File: src/rtl/morse_symbol_decoder_pkg.sv
// -----------------------------------------------------------------------------
// morse_pkg
// Shared definitions for the Morse keypad decoding path: keypad values that
// carry meaning, special character codes and the decoder state encoding.
// No ports (package).
// -----------------------------------------------------------------------------
package morse_pkg;

   // Keypad values with a Morse meaning; every other value is ignored.
   localparam logic [3:0] KEY_DOT    = 4'h0;
   localparam logic [3:0] KEY_DASH   = 4'h1;
   localparam logic [3:0] KEY_COMMIT = 4'hE;
   localparam logic [3:0] KEY_CLEAR  = 4'hF;

   // Character codes: 0-25 letters, 26-35 digits, 63 for anything unknown.
   localparam logic [5:0] CHAR_INVALID    = 6'd63;
   localparam logic [5:0] CHAR_DIGIT_BASE = 6'd26;

   // One-hot decoder states.
   typedef enum logic [3:0] {
      S_IDLE   = 4'b0001,
      S_ACCUM  = 4'b0010,
      S_LOOKUP = 4'b0100,
      S_EMIT   = 4'b1000
   } state_t;

endpackage

File: src/rtl/morse_symbol_decoder_lut.sv
// -----------------------------------------------------------------------------
// morse_lut
// Combinational Morse code table. The symbol buffer holds the newest symbol
// at bit 0 (dot=0, dash=1), so the first keyed symbol is bit len-1.
// Ports:
//   len  [2:0] in   number of valid symbols in bits (0-5)
//   bits [4:0] in   symbols, newest at bit 0, unused upper bits are 0
//   code [5:0] out  0-25 = A-Z, 26-35 = digits 0-9, 63 = not a valid code
// -----------------------------------------------------------------------------
module morse_lut
   import morse_pkg::*;
(
   input  logic [2:0] len,
   input  logic [4:0] bits,
   output logic [5:0] code
);

   always_comb begin
      code = CHAR_INVALID;
      case ({len, bits})
         {3'd2, 5'b00001}: code = 6'd0;   // A .-
         {3'd4, 5'b01000}: code = 6'd1;   // B -...
         {3'd4, 5'b01010}: code = 6'd2;   // C -.-.
         {3'd3, 5'b00100}: code = 6'd3;   // D -..
         {3'd1, 5'b00000}: code = 6'd4;   // E .
         {3'd4, 5'b00010}: code = 6'd5;   // F ..-.
         {3'd3, 5'b00110}: code = 6'd6;   // G --.
         {3'd4, 5'b00000}: code = 6'd7;   // H ....
         {3'd2, 5'b00000}: code = 6'd8;   // I ..
         {3'd4, 5'b00111}: code = 6'd9;   // J .---
         {3'd3, 5'b00101}: code = 6'd10;  // K -.-
         {3'd4, 5'b00100}: code = 6'd11;  // L .-..
         {3'd2, 5'b00011}: code = 6'd12;  // M --
         {3'd2, 5'b00010}: code = 6'd13;  // N -.
         {3'd3, 5'b00111}: code = 6'd14;  // O ---
         {3'd4, 5'b00110}: code = 6'd15;  // P .--.
         {3'd4, 5'b01101}: code = 6'd16;  // Q --.-
         {3'd3, 5'b00010}: code = 6'd17;  // R .-.
         {3'd3, 5'b00000}: code = 6'd18;  // S ...
         {3'd1, 5'b00001}: code = 6'd19;  // T -
         {3'd3, 5'b00001}: code = 6'd20;  // U ..-
         {3'd4, 5'b00001}: code = 6'd21;  // V ...-
         {3'd3, 5'b00011}: code = 6'd22;  // W .--
         {3'd4, 5'b01001}: code = 6'd23;  // X -..-
         {3'd4, 5'b01011}: code = 6'd24;  // Y -.--
         {3'd4, 5'b01100}: code = 6'd25;  // Z --..
         {3'd5, 5'b11111}: code = CHAR_DIGIT_BASE + 6'd0;
         {3'd5, 5'b01111}: code = CHAR_DIGIT_BASE + 6'd1;
         {3'd5, 5'b00111}: code = CHAR_DIGIT_BASE + 6'd2;
         {3'd5, 5'b00011}: code = CHAR_DIGIT_BASE + 6'd3;
         {3'd5, 5'b00001}: code = CHAR_DIGIT_BASE + 6'd4;
         {3'd5, 5'b00000}: code = CHAR_DIGIT_BASE + 6'd5;
         {3'd5, 5'b10000}: code = CHAR_DIGIT_BASE + 6'd6;
         {3'd5, 5'b11000}: code = CHAR_DIGIT_BASE + 6'd7;
         {3'd5, 5'b11100}: code = CHAR_DIGIT_BASE + 6'd8;
         {3'd5, 5'b11110}: code = CHAR_DIGIT_BASE + 6'd9;
         default:          code = CHAR_INVALID;
      endcase
   end

endmodule

File: src/rtl/morse_symbol_decoder.sv
// -----------------------------------------------------------------------------
// morse_symbol_decoder
// Turns keypad releases into Morse symbols, buffers up to five of them and,
// on a commit key, emits the decoded character with a one-cycle valid pulse.
// Ports:
//   clk              in   system clock
//   rst              in   asynchronous active-high reset
//   key_pressed_flag in   high while a keypad key is held (keypad clock domain)
//   keyboard_val     in   [3:0] last key value, stable after release
//   char_code        out  [5:0] decoded character, held until the next emit
//   char_valid       out  one-cycle pulse marking a new char_code
//   sym_count        out  [2:0] symbols currently buffered (0-5)
//   sym_bits         out  [4:0] buffered symbols, newest at bit 0
//   overflow         out  sticky: a sixth symbol was keyed into a full buffer
// -----------------------------------------------------------------------------
module morse_symbol_decoder
   import morse_pkg::*;
#(
   parameter int SYNC_STAGES = 2,
   parameter int MAX_SYMBOLS = 5
)(
   input  logic       clk,
   input  logic       rst,
   input  logic       key_pressed_flag,
   input  logic [3:0] keyboard_val,
   output logic [5:0] char_code,
   output logic       char_valid,
   output logic [2:0] sym_count,
   output logic [4:0] sym_bits,
   output logic       overflow
);

   logic [SYNC_STAGES-1:0] flag_sync_q;
   logic [3:0]             val_sync_q [SYNC_STAGES];
   logic                   flag_prev_q;

   state_t     state_q, state_d;
   logic [2:0] sym_count_q, sym_count_d;
   logic [4:0] sym_bits_q, sym_bits_d;
   logic       overflow_q, overflow_d;
   logic [5:0] char_code_q, char_code_d;
   logic [5:0] lut_code;

   logic       flag_s, key_event, is_sym, sym_v;
   logic [3:0] key_val;

   // Synchroniser chains and release-edge history
   always_ff @(posedge clk or posedge rst) begin
      if (rst) begin
         flag_sync_q <= '0;
         flag_prev_q <= 1'b0;
         for (int i = 0; i < SYNC_STAGES; i++) val_sync_q[i] <= 4'h0;
      end else begin
         flag_sync_q   <= {flag_sync_q[SYNC_STAGES-2:0], key_pressed_flag};
         flag_prev_q   <= flag_sync_q[SYNC_STAGES-1];
         val_sync_q[0] <= keyboard_val;
         for (int i = 1; i < SYNC_STAGES; i++) val_sync_q[i] <= val_sync_q[i-1];
      end
   end

   assign flag_s    = flag_sync_q[SYNC_STAGES-1];
   assign key_val   = val_sync_q[SYNC_STAGES-1];
   // Act on release only; the value is stable by then.
   assign key_event = flag_prev_q & ~flag_s;
   assign is_sym    = key_event & ((key_val == KEY_DOT) | (key_val == KEY_DASH));
   assign sym_v     = (key_val == KEY_DASH);

   morse_lut u_lut (
      .len  (sym_count_q),
      .bits (sym_bits_q),
      .code (lut_code)
   );

   // Decoder state register
   always_ff @(posedge clk or posedge rst) begin
      if (rst) begin
         state_q     <= S_IDLE;
         sym_count_q <= 3'd0;
         sym_bits_q  <= 5'd0;
         overflow_q  <= 1'b0;
         char_code_q <= 6'd0;
      end else begin
         state_q     <= state_d;
         sym_count_q <= sym_count_d;
         sym_bits_q  <= sym_bits_d;
         overflow_q  <= overflow_d;
         char_code_q <= char_code_d;
      end
   end

   always_comb begin
      state_d     = state_q;
      sym_count_d = sym_count_q;
      sym_bits_d  = sym_bits_q;
      overflow_d  = overflow_q;
      char_code_d = char_code_q;
      case (state_q)
         S_IDLE: begin
            // Commit and clear on an empty buffer are deliberately no-ops.
            if (is_sym) begin
               sym_bits_d  = {sym_bits_q[3:0], sym_v};
               sym_count_d = 3'd1;
               state_d     = S_ACCUM;
            end
         end
         S_ACCUM: begin
            if (is_sym) begin
               if (sym_count_q < 3'(MAX_SYMBOLS)) begin
                  sym_bits_d  = {sym_bits_q[3:0], sym_v};
                  sym_count_d = sym_count_q + 3'd1;
               end else begin
                  overflow_d = 1'b1;
               end
            end else if (key_event && key_val == KEY_COMMIT) begin
               state_d = S_LOOKUP;
            end else if (key_event && key_val == KEY_CLEAR) begin
               sym_count_d = 3'd0;
               sym_bits_d  = 5'd0;
               overflow_d  = 1'b0;
               state_d     = S_IDLE;
            end
         end
         S_LOOKUP: begin
            char_code_d = overflow_q ? CHAR_INVALID : lut_code;
            state_d     = S_EMIT;
         end
         S_EMIT: begin
            sym_count_d = 3'd0;
            sym_bits_d  = 5'd0;
            overflow_d  = 1'b0;
            state_d     = S_IDLE;
         end
         default: state_d = S_IDLE;
      endcase
   end

   assign char_code  = char_code_q;
   assign char_valid = (state_q == S_EMIT);
   assign sym_count  = sym_count_q;
   assign sym_bits   = sym_bits_q;
   assign overflow   = overflow_q;

endmodule

File: config.mk
export PLATFORM = sky130hd
export DESIGN_NAME = morse_symbol_decoder
export DESIGN_NICKNAME = d
export VERILOG_FILES = /design/src/rtl/morse_symbol_decoder_pkg.sv /design/src/rtl/morse_symbol_decoder_lut.sv /design/src/rtl/morse_symbol_decoder.sv
export SDC_FILE = /design/constraint.sdc
export NUM_CORES = 1
export LEC_CHECK = 0
export ABC_AREA = 1
export BUFFER_PORTS_ARGS = -buffer_cell sky130_fd_sc_hd__buf_2
export CELL_PAD_IN_SITES_DETAIL_PLACEMENT = 1
export CELL_PAD_IN_SITES_GLOBAL_PLACEMENT = 1
export CORE_MARGIN = 5
export CORE_UTILIZATION = 45
export DETAILED_ROUTE_END_ITERATION = 12
export GPL_TIMING_DRIVEN = 0
export PLACE_DENSITY_LB_ADDON = 0.1
export SYNTH_ARGS = -nofsm -noshare
export SYNTH_HDL_FRONTEND = slang
export SYNTH_SLANG_ARGS = --single-unit
File: constraint.sdc
create_clock -name clk -period 2.7 [get_ports clk]
set_input_delay 0.135 -clock clk [delete_from_list [all_inputs] [get_ports clk]]
set_output_delay 0.135 -clock clk [all_outputs]
set_load 0.05 [all_outputs]
==> impl_metrics.csv, run 1 <==
group,metric,value,unit
outcome,status,"finished, final reports clean",
die,die_x,73.9,microns
synth,synth-seq-area-share,40.9,%
synth,ys_ff_latch,30,
synth,synth_fa_ha_area_share,0.680,%
power_and_ir_drop,vdd_drop_max,0.414,mV
power_and_ir_drop,p_int,901,uW
final_layout,multi_input_comb_area,948,sq um
die,core-area,3970,sq um
die,pin_count,23,
global_routing,globalRouteOverflowTotal,0,
setup_path,criticalPathCategory,"flop to flop",
power_and_ir_drop,power_density,773,nW/um^2
synth,synth_compound_area_share,9.46,%
route,dr_total_vias,1725,
route,drt_iter0_drc,68,
synth,synth_top_area_share,39.5,%
setup_path,reg2reg_depth,9,
timing,worst_slew_pin_slew,1.14,ns
synth,syn_inst,252,
synth,synth_xor_area_share,0.476,%
setup_path,critical-path-slowest-cell,"dfrtp_1",
power_and_ir_drop,clock_power_share,22.9,%
final_layout,fillers,538,
timing,fin_skew,0.00973,ns
final_layout,diodes,0,
cts,clk_pin_slew_worst_paths,0.07,ns
placed_design,hpwlAfterDp,3.84,mm
die,die-area,5470,sq um
route,drc,0,
synth,synth_edf_count,0,
synth,avgSynthCellArea,7.30,sq um
setup_path,critPathMaxFanout,6,
power_and_ir_drop,p_comb_share,43.4,%
synth,synth_largest_area_cell,"dfrtp_1",
timing,setup_violations,0,
final_layout,syn_to_final_growth,17.3,%
cts,numCtsBuffers,5,
power_and_ir_drop,leakage,0.00115,uW
synth,synth_area,1840,sq um
timing,tns,0,ns
setup_path,arrival,1.94,ns
cts,cts_tree,"built",
setup_path,required,2.90,ns
power_and_ir_drop,seqPwrFrac,33.7,%
placed_design,dp.cells,324,
setup_path,worstSetupEndpointType,"flop",
timing,slew_headroom,24.2,%
setup_path,worstPathCellList,"nor2_1 -> inv_1 -> nor2_4 -> inv_1 -> nand2_2 -> o21ai_0 -> nor2_2 -> nand2_1 -> o22ai_1",
synth,synth_nets,260,
final_layout,drive_gt1_share,24.7,%
synth,yosys_warnings,0,
cts,clock_latency,0.29,ns
synth,muxShareOfSynthArea,0,%
synth,async_reset_ff_share,100,%
synth,ys_types,30,
route,routedWlPerCell,14.4,microns
synth,synth_top_family_by_area,"simple AND/OR/NAND/NOR gates",
power_and_ir_drop,swShare,46.0,%
final_layout,ff_latch_area,752,sq um
final_layout,layout_commonest_cell,"nand2_1",
timing,drv_slew,0,
die,start_util,46.3,%
global_routing,grt_max_degree,31,
route,via_per_inst,5.12,
final_layout,final_cell_mix,"63 x nand2_1, 42 x nor2_1, 29 x dfrtp_1, 26 x inv_1, 22 x buf_2",
placed_design,gp_congestion,0.873,
setup_path,max_stage_delay,0.37,ns
setup_path,reg2reg_from,"flag_sync_q[1]$_DFF_PP0_",
placed_design,portBuffers,22,
power_and_ir_drop,switching_power,767,uW
synth,synth-main-ff-cell,"dfrtp_1",
final_layout,fin_cells,337,
die,die_h,73.9,microns
cts,postCtsResizedCells,0,
setup_path,reg2reg_slack,0.97,ns
global_routing,grt_use_total,19.8,%
die,row_count,23,
cts,clk_path_buf_depth,2,
setup_path,regToRegEndpoint,"sym_bits[1]$_DFFE_PP0P_",
cts,cts_setup_buffers,0,
route,wl,4.84,mm
hold_path,hold_path.class,"input port to asynchronous set/reset pin",
route,drtPass1Iterations,4,
global_routing,first_global_vias,1772,
timing,post-route-period-util,64.1,%
setup_path,path_buf_inv,2,
timing,finalHoldViolCount,0,
synth,yosys.area_share.simple,41.0,%
setup_path,crit_family,"simple AND/OR/NAND/NOR gates",
global_routing,grt_pass1_wl,8.22,mm
timing,fin_crit,1.73,ns
setup_path,crit_top_cell,"inv_1",
cts,cts_root_buffer,"clkbuf_8",
final_layout,fin_nets,294,
timing,fmax,577,MHz
synth,synth_area_leaders,"dfrtp_1 39%, nand2_1 13%, nor2_1 8.6%",
global_routing,antenna_found_initial,0,
flow_run,drv_cap,0,
cts,htree_num_levels,2,
setup_path,start_kind,"flop",
timing,rsz0062_at_grt,"false",
cts,clock-sinks,30,
route,ant_nets,0,
## flip-flops by register name, summed over array words and instances (netlist names)
signal       flops
key_val          4
sym_bits         5
val_sync_q       4
sym_count        3
flag_sync_q      2
state_q          4
char_code        6
flag_prev_q      1
overflow         1
## cell usage after synthesis (2+ instances only)
| master | count |
|---|---|
| inv_2 | 7 |
| o21ai_2 | 2 |
| dfrtp_1 | 29 |
| nand2_1 | 63 |
| nor2_4 | 5 |
| a21oi_2 | 6 |
| inv_1 | 26 |
| nand4_1 | 5 |
| nand3b_1 | 2 |
| o21ai_0 | 7 |
| a21oi_1 | 2 |
| nor2_1 | 42 |
| o22ai_1 | 7 |
| nor3_1 | 3 |
| nand2_2 | 9 |
| nand3_1 | 17 |
| nor2_2 | 7 |
## area by class of cell
type	count	share of cell area, %
Tap cell	50	2.90
Clock buffer	6	3.83
Clock inverter	2	0.580
Inverter	34	5.92
Timing Repair Buffer	27	7.42
Sequential cell	30	34.9
Multi-Input combinational cell	187	44.0
Buffer	1	0.522
## layer usage
metal	GRT usage, %	share of wire, %
met3	4.46	4.3
met4	5.03	1.4
met2	33.2	48
met1	26.0	46
met5	0	0
## logic make-up (layout without fill, tap and decap cells)
group	after synthesis	after routing
AO/OA/AOI/OAI	26	26
XOR/XNOR	1	1
adder cells (fa/ha/maj)	1	1
buffers and inverters	35	70
flip-flops	30	30
AND/OR/NAND/NOR	159	159
## metrics by stage
stage / setup slack [ns] / hold slack (ns) / power [uW] / area [sq um] / utilization, %
3_5_place_dp: 0.998 / 0.245 / 1280 / 2010 / 50.7
4_1_cts: 0.978 / 0.170 / 1680 / 2160 / 54.3
2_1_floorplan: 0.950 / 0.166 / 1120 / 1840 / -
3_3_place_gp: 1.04 / 0.242 / 1260 / 2010 / 50.7
5_1_grt: 0.805 / 0.249 / 1790 / 2160 / 54.3
6_report: 0.968 / 0.136 / 1670 / 2160 / 54.3
## how the worst max path moves through the flow
| stage | start | endpoint | slack (ns) | cells after the start |
|---|---|---|---|---|
| 2_1_floorplan | sym_bits[2]$_DFFE_PP0P_ | char_code[0]$_DFFE_PP0P_ | 0.95 | 10 |
| 3_3_place_gp | flag_sync_q[1]$_DFF_PP0_ | sym_bits[1]$_DFFE_PP0P_ | 1.04 | 9 |
| 4_1_cts | flag_sync_q[1]$_DFF_PP0_ | sym_bits[1]$_DFFE_PP0P_ | 0.98 | 9 |
| 3_5_place_dp | flag_sync_q[1]$_DFF_PP0_ | sym_bits[1]$_DFFE_PP0P_ | 1.0 | 9 |
| 6_report | flag_sync_q[1]$_DFF_PP0_ | sym_bits[1]$_DFFE_PP0P_ | 0.97 | 9 |
| 5_1_grt | flag_sync_q[1]$_DFF_PP0_ | sym_bits[1]$_DFFE_PP0P_ | 0.80 | 9 |
## power groups by stage
stage | Clock [uW] | Combinational (uW) | Sequential (uW)
floorplan | 0 | 459 | 657
global placement | 0 | 694 | 568
detailed placement | 0 | 712 | 570
CTS | 395 | 725 | 562
global route | 423 | 794 | 570
finish | 382 | 724 | 562
## repair_timing
| action | 4_1_cts | 5_1_grt |
|---|---|---|
| setup endpoints to repair | 0 | 0 |
| hold buffers | 5 | 0 |
| hold endpoints to repair | 5 | 0 |
(Power assumes the default switching activity.)
==> inputs of run 2 (changes only) <==
CORE_UTILIZATION = 38   (was 45)
clock period = 1.5 ns   (was 2.7 ns; I/O delays follow)
==> run 2 against run 1 <==
  * The flow now finishes with violations (negative setup slack)
  * Routed wire length grew 18%
  * First-iteration DRC count is the same
  * Cell area is 21% higher
  * Fmax increased by 6.6%
==> impl_metrics.csv, run 2 (same netlist as run 1, synthesis figures left out) <==
group,metric,value,unit
route,via_per_inst,5.01,
setup_path,arrival,1.85,ns
cts,clock-sinks,30,
cts,clk_pin_slew_worst_paths,0.07,ns
timing,worst_slew_pin_slew,1.12,ns
power_and_ir_drop,p_comb_share,51.7,%
global_routing,grt_pass1_wl,9.08,mm
cts,numCtsBuffers,5,
final_layout,layout_commonest_cell,"nand2_1",
global_routing,grt_max_degree,31,
timing,slew_headroom,25.4,%
cts,clk_path_buf_depth,2,
power_and_ir_drop,seqPwrFrac,28.9,%
route,dr_total_vias,1912,
power_and_ir_drop,swShare,45.9,%
power_and_ir_drop,p_int,1950,uW
global_routing,antenna_found_initial,0,
timing,drv_slew,0,
route,routedWlPerCell,14.9,microns
die,row_count,25,
hold_path,hold_path.class,"input port to asynchronous set/reset pin",
final_layout,fin_cells,382,
timing,fin_crit,1.63,ns
setup_path,crit_top_cell,"nor2_4",
setup_path,required,1.72,ns
setup_path,start_kind,"flop",
setup_path,crit_family,"simple AND/OR/NAND/NOR gates",
power_and_ir_drop,clock_power_share,19.4,%
die,die-area,6330,sq um
die,die_x,79.6,microns
cts,htree_num_levels,2,
global_routing,globalRouteOverflowTotal,0,
outcome,status,"finished, violations left",
timing,post-route-period-util,108,%
route,drt_iter0_drc,68,
timing,setup_ws,-0.125,ns
route,drtPass1Iterations,4,
route,drc,0,
setup_path,critPathMaxFanout,5,
setup_path,worstPathCellList,"nor2_2 -> nand2_2 -> nor2_4 -> nor2_1 -> nand2_1 -> o21ai_2 -> nor2_4 -> buf_6 -> nand4_1 -> o21ai_1",
final_layout,diodes,0,
placed_design,hpwlAfterDp,3.78,mm
timing,setup_violations,14,
setup_path,path_buf_inv,1,
power_and_ir_drop,leakage,0.00132,uW
die,die_h,79.6,microns
timing,rsz0062_at_grt,"true",
timing,finalHoldViolCount,0,
cts,cts_tree,"built",
timing,fin_skew,0.0120,ns
cts,cts_root_buffer,"clkbuf_8",
cts,clock_latency,0.29,ns
placed_design,dp.cells,341,
die,pin_count,23,
setup_path,worstSetupEndpointType,"flop",
flow_run,drv_cap,0,
final_layout,drive_gt1_share,47.6,%
die,start_util,38.9,%
setup_path,critical-path-slowest-cell,"dfrtp_1",
power_and_ir_drop,switching_power,1660,uW
global_routing,first_global_vias,1895,
final_layout,final_cell_mix,"49 x nand2_1, 31 x nor2_1, 24 x buf_4, 21 x dfrtp_1, 21 x buf_2",
timing,fmax,615,MHz
setup_path,criticalPathCategory,"flop to flop",
route,wl,5.69,mm
placed_design,pre_cts_ws,-0.174,ns
final_layout,largest_register_ffs,6,
die,core-area,4720,sq um
setup_path,max_stage_delay,0.40,ns
route,ant_nets,0,
final_layout,syn_to_final_growth,41.4,%
placed_design,portBuffers,22,
global_routing,grt_use_total,18.6,%
power_and_ir_drop,power_density,1390,nW/um^2
power_and_ir_drop,vdd_drop_max,0.854,mV
outcome,violations,"negative setup slack",
final_layout,fin_nets,322,
placed_design,gp_congestion,0.849,
final_layout,fillers,590,
## run 2: changes by cell type in the layout (fill, tap and decap cells not counted), moves of 7 or more
cell,change
buf_4,+24
dfrtp_1,-8
dfrtp_2,+8
inv_1,-9
inv_2,+7
nand2_1,-14
nand2_4,+8
nor2_1,-11
## run 2: per-stage QoR
| step | TNS (ns) | cell area (sq um) | hold slack (ns) | power (uW) | utilization (%) |
|---|---|---|---|---|---|
| after floorplan | -0.199 | 1870 | 0.106 | 2050 | - |
| after CTS | -0.777 | 2370 | 0.0951 | 3280 | 50.1 |
| final | -1.25 | 2600 | 0.0568 | 3610 | 55.1 |
| after global placement | -1.66 | 2060 | 0.184 | 2330 | 43.7 |
| after global routing | -2.74 | 2600 | 0.164 | 3850 | 55.1 |
| after detailed placement | -2.01 | 2060 | 0.185 | 2360 | 43.7 |
## run 2: routing by layer
layer | global-route usage (%) | vias up | share of wire (%)
li1 | - | 926 | -
met1 | 23.0 | 930 | 43
met2 | 31.4 | 43 | 51
met3 | 4.29 | 13 | 4.6
met4 | 6.70 | 0 | 2.0
met5 | 0 | - | 0
## run 2: final timing paths
check                                             start                       end  slack, ns  cells after the start
max in group asynchronous                           rst  sym_count[0]$_DFFE_PP0P_       0.69                      2
worst min-delay path                                rst     flag_prev_q$_DFF_PP0_       0.06                      2
worst max-delay path               key_val[3]$_DFF_PP0_  sym_count[1]$_DFFE_PP0P_      -0.13                     10
worst max register to register     key_val[3]$_DFF_PP0_  sym_count[1]$_DFFE_PP0P_      -0.13                     10
min in group clk                val_sync_q[7]$_DFF_PP0_      key_val[3]$_DFF_PP0_       0.34                      0
worst min register to register  val_sync_q[7]$_DFF_PP0_      key_val[3]$_DFF_PP0_       0.34                      0
## run 2: cell type report
cell class / instances / area [sq um] / share of cell area [%]
Buffer: 1 / 11.3 / 0.433
Clock buffer: 6 / 82.6 / 3.17
Clock inverter: 2 / 12.5 / 0.481
Inverter: 34 / 136 / 5.24
Multi-Input combinational cell: 188 / 1140 / 43.7
Sequential cell: 30 / 762 / 29.3
Tap cell: 67 / 83.8 / 3.22
Timing Repair Buffer: 54 / 377 / 14.5
## run 2: power groups by stage
stage | clock network, uW | registers, uW | logic, uW
finish | 700 | 1040 | 1870
global route | 776 | 1060 | 2010
CTS | 724 | 1030 | 1520
detailed placement | 0 | 1050 | 1310
global placement | 0 | 1050 | 1290
floorplan | 0 | 1210 | 849
## run 2: what timing repair did
| action | 4_1_cts | 5_1_grt |
|---|---|---|
| gates cloned | 2 | 0 |
| hold endpoints to repair | 5 | 0 |
| endpoints found under the setup margin | 14 | 17 |
| gates resized for setup | 26 | 35 |
| setup buffers | 12 | 14 |
| pin swaps | 9 | 18 |
| hold buffers | 5 | 0 |
==> inputs of run 3 (changes only) <==
CELL_PAD_IN_SITES_DETAIL_PLACEMENT = 0   (was 1)
CELL_PAD_IN_SITES_GLOBAL_PLACEMENT = 2   (was 1)
CORE_UTILIZATION = 29   (was 38)
CTS_CLUSTER_DIAMETER = 120   (was default)
==> run 3 against run 2 <==
  * The run still ends with negative setup slack left
  * Clock power is 4.1% lower
  * Register-to-register slack improved by 0.04 ns
  * Non-clock buffer count grew 3
  * Critical path type unchanged
  * Highest routed layer unchanged
==> impl_metrics.csv, run 3 (same netlist as run 1, synthesis figures left out) <==
group,metric,value,unit
setup_path,reg2reg_depth,7,
timing,rsz0062_at_grt,"true",
die,pin_count,23,
final_layout,final_cell_mix,"43 x nand2_1, 30 x nor2_1, 26 x buf_4, 22 x buf_2, 21 x nand2_2",
route,wl,5.23,mm
hold_path,hold_depth,0,
setup_path,start_kind,"flop",
cts,numCtsBuffers,5,
setup_path,regToRegEndpoint,"sym_bits[2]$_DFFE_PP0P_",
die,die_h,89.6,microns
placed_design,pre_cts_ws,-0.155,ns
power_and_ir_drop,vdd_drop_max,0.739,mV
final_layout,largest_register_ffs,6,
setup_path,required,1.69,ns
global_routing,globalRouteOverflowTotal,0,
setup_path,criticalPathCategory,"flop to flop",
final_layout,finish.utilization,42.6,%
setup_path,reg2reg_from,"state_q[0]$_DFFE_PP1P_",
cts,clock_latency,0.27,ns
outcome,status,"finished, violations left",
cts,clock-sinks,30,
power_and_ir_drop,p_int,2030,uW
cts,clk_path_buf_depth,2,
final_layout,drive_gt1_share,48.4,%
route,drc,0,
final_layout,fin_nets,325,
cts,cts_root_buffer,"clkbuf_8",
final_layout,layout_commonest_cell,"nand2_1",
setup_path,worstSetupEndpointType,"flop",
placed_design,hpwlAfterDp,3.71,mm
cts,cts_tree,"built",
timing,holdWs,0.349,ns
timing,fin_skew,0.00733,ns
setup_path,critPathMaxFanout,5,
setup_path,reg2reg_slack,-0.09,ns
timing,worst_slew_pin_slew,0.533,ns
hold_path,hold_start,"flag_sync_q[0]$_DFF_PP0_",
timing,setup_violations,14,
global_routing,grt_max_degree,31,
cts,clk_pin_slew_worst_paths,0.07,ns
outcome,violations,"negative setup slack",
global_routing,grt_use_total,14.1,%
cts,htree_num_levels,2,
flow_run,drv_cap,0,
final_layout,diodes,0,
route,drt_iter0_drc,50,
power_and_ir_drop,power_density,1370,nW/um^2
hold_path,min_to,"flag_sync_q[1]$_DFF_PP0_",
placed_design,gp_congestion,0.824,
timing,slew_headroom,64.4,%
power_and_ir_drop,swShare,44.4,%
final_layout,fillers,674,
hold_path,hold_path.class,"flop to flop",
setup_path,arrival,1.78,ns
timing,drv_slew,0,
power_and_ir_drop,clock_power_share,18.4,%
power_and_ir_drop,p_comb_share,52.2,%
die,core-area,6280,sq um
global_routing,grt_pass1_wl,8.85,mm
route,dr_total_vias,1832,
timing,finalHoldViolCount,0,
route,ant_nets,0,
placed_design,portBuffers,22,
route,via_per_inst,4.64,
timing,setup_ws,-0.0894,ns
timing,fmax,629,MHz
die,die-area,8040,sq um
global_routing,first_global_vias,1890,
power_and_ir_drop,switching_power,1620,uW
timing,tns,-0.789,ns
timing,fin_crit,1.59,ns
power_and_ir_drop,leakage,0.00135,uW
timing,post-route-period-util,106,%
die,start_util,29.3,%
route,routedWlPerCell,13.3,microns
global_routing,antenna_found_initial,0,
die,row_count,29,
power_and_ir_drop,seqPwrFrac,29.5,%
die,die_x,89.6,microns
route,drtPass1Iterations,4,
final_layout,syn_to_final_growth,45.5,%
run 3: cell types whose count changed in the layout (fill, tap and decap cells not counted), sizes merged:
cell | before | now
clkinvlp | 2 | 1
dlygate4sd3 | 5 | 6
clkinv | 1 | 2
clkbuf | 7 | 6
buf | 49 | 52
run 3: power groups by stage:
| stage | Sequential [uW] | Clock, uW | Combinational (uW) |
|---|---|---|---|
| 2_1_floorplan | 1210 | 0 | 849 |
| 4_1_cts | 1050 | 706 | 1710 |
| 3_5_place_dp | 1060 | 0 | 1280 |
| 5_1_grt | 1090 | 740 | 2050 |
| 6_report | 1080 | 671 | 1910 |
| 3_3_place_gp | 1050 | 0 | 1320 |
run 3: how the worst max path moves through the flow:
stage / startpoint / endpoint / slack, ns / depth (start not counted)
floorplan: sym_bits[1]$_DFFE_PP0P_ / char_code[0]$_DFFE_PP0P_ / -0.03 / 10
global placement: state_q[0]$_DFFE_PP1P_ / sym_bits[1]$_DFFE_PP0P_ / -0.18 / 7
detailed placement: flag_sync_q[1]$_DFF_PP0_ / sym_bits[1]$_DFFE_PP0P_ / -0.16 / 9
CTS: key_val[2]$_DFF_PP0_ / sym_count[2]$_DFFE_PP0P_ / -0.1 / 10
global route: key_val[3]$_DFF_PP0_ / sym_count[2]$_DFFE_PP0P_ / -0.20 / 10
finish: state_q[0]$_DFFE_PP1P_ / sym_bits[2]$_DFFE_PP0P_ / -0.09 / 7
run 3: layout make-up:
cell class / count / area, sq um / area share [%]
multi-input combinational: 188 / 1140 / 42.6
sequential: 30 / 763 / 28.5
timing repair buffer: 57 / 433 / 16.2
inverter: 34 / 138 / 5.14
tap: 77 / 96.3 / 3.60
clock buffer: 6 / 82.6 / 3.09
clock inverter: 2 / 12.5 / 0.468
buffer: 1 / 11.3 / 0.421
run 3: metrics by stage:
stage	area (sq um)	total power (uW)	instances
floorplan	1870	2050	252
global placement	2080	2370	351
detailed placement	2080	2340	351
CTS	2470	3470	384
global route	2680	3880	395
finish	2680	3660	395
run 3: timing repair:
| item | in CTS | in global routing |
|---|---|---|
| setup buffers | 18 | 9 |
| endpoints found under the hold margin | 5 | 10 |
| cloned | 2 | 0 |
| gates resized for setup | 29 | 33 |
| pin swaps | 15 | 17 |
| setup endpoints to repair | 14 | 17 |
| hold buffers | 5 | 1 |
run 3: layer usage:
metal  wire (microns)  track usage (%)
met3              218             3.10
met1             2450             18.4
met5                0                0
met4               43             4.47
met2             2520             23.3
run 3: worst max-delay path: stages, from the launching register on:
cell	delay [ns]
dfstp_2	0.55
inv_2	0.05
nor3_4	0.29
nand2_2	0.13
o21ai_2	0.09
nor2_4	0.07
buf_4	0.16
o22ai_1	0.16
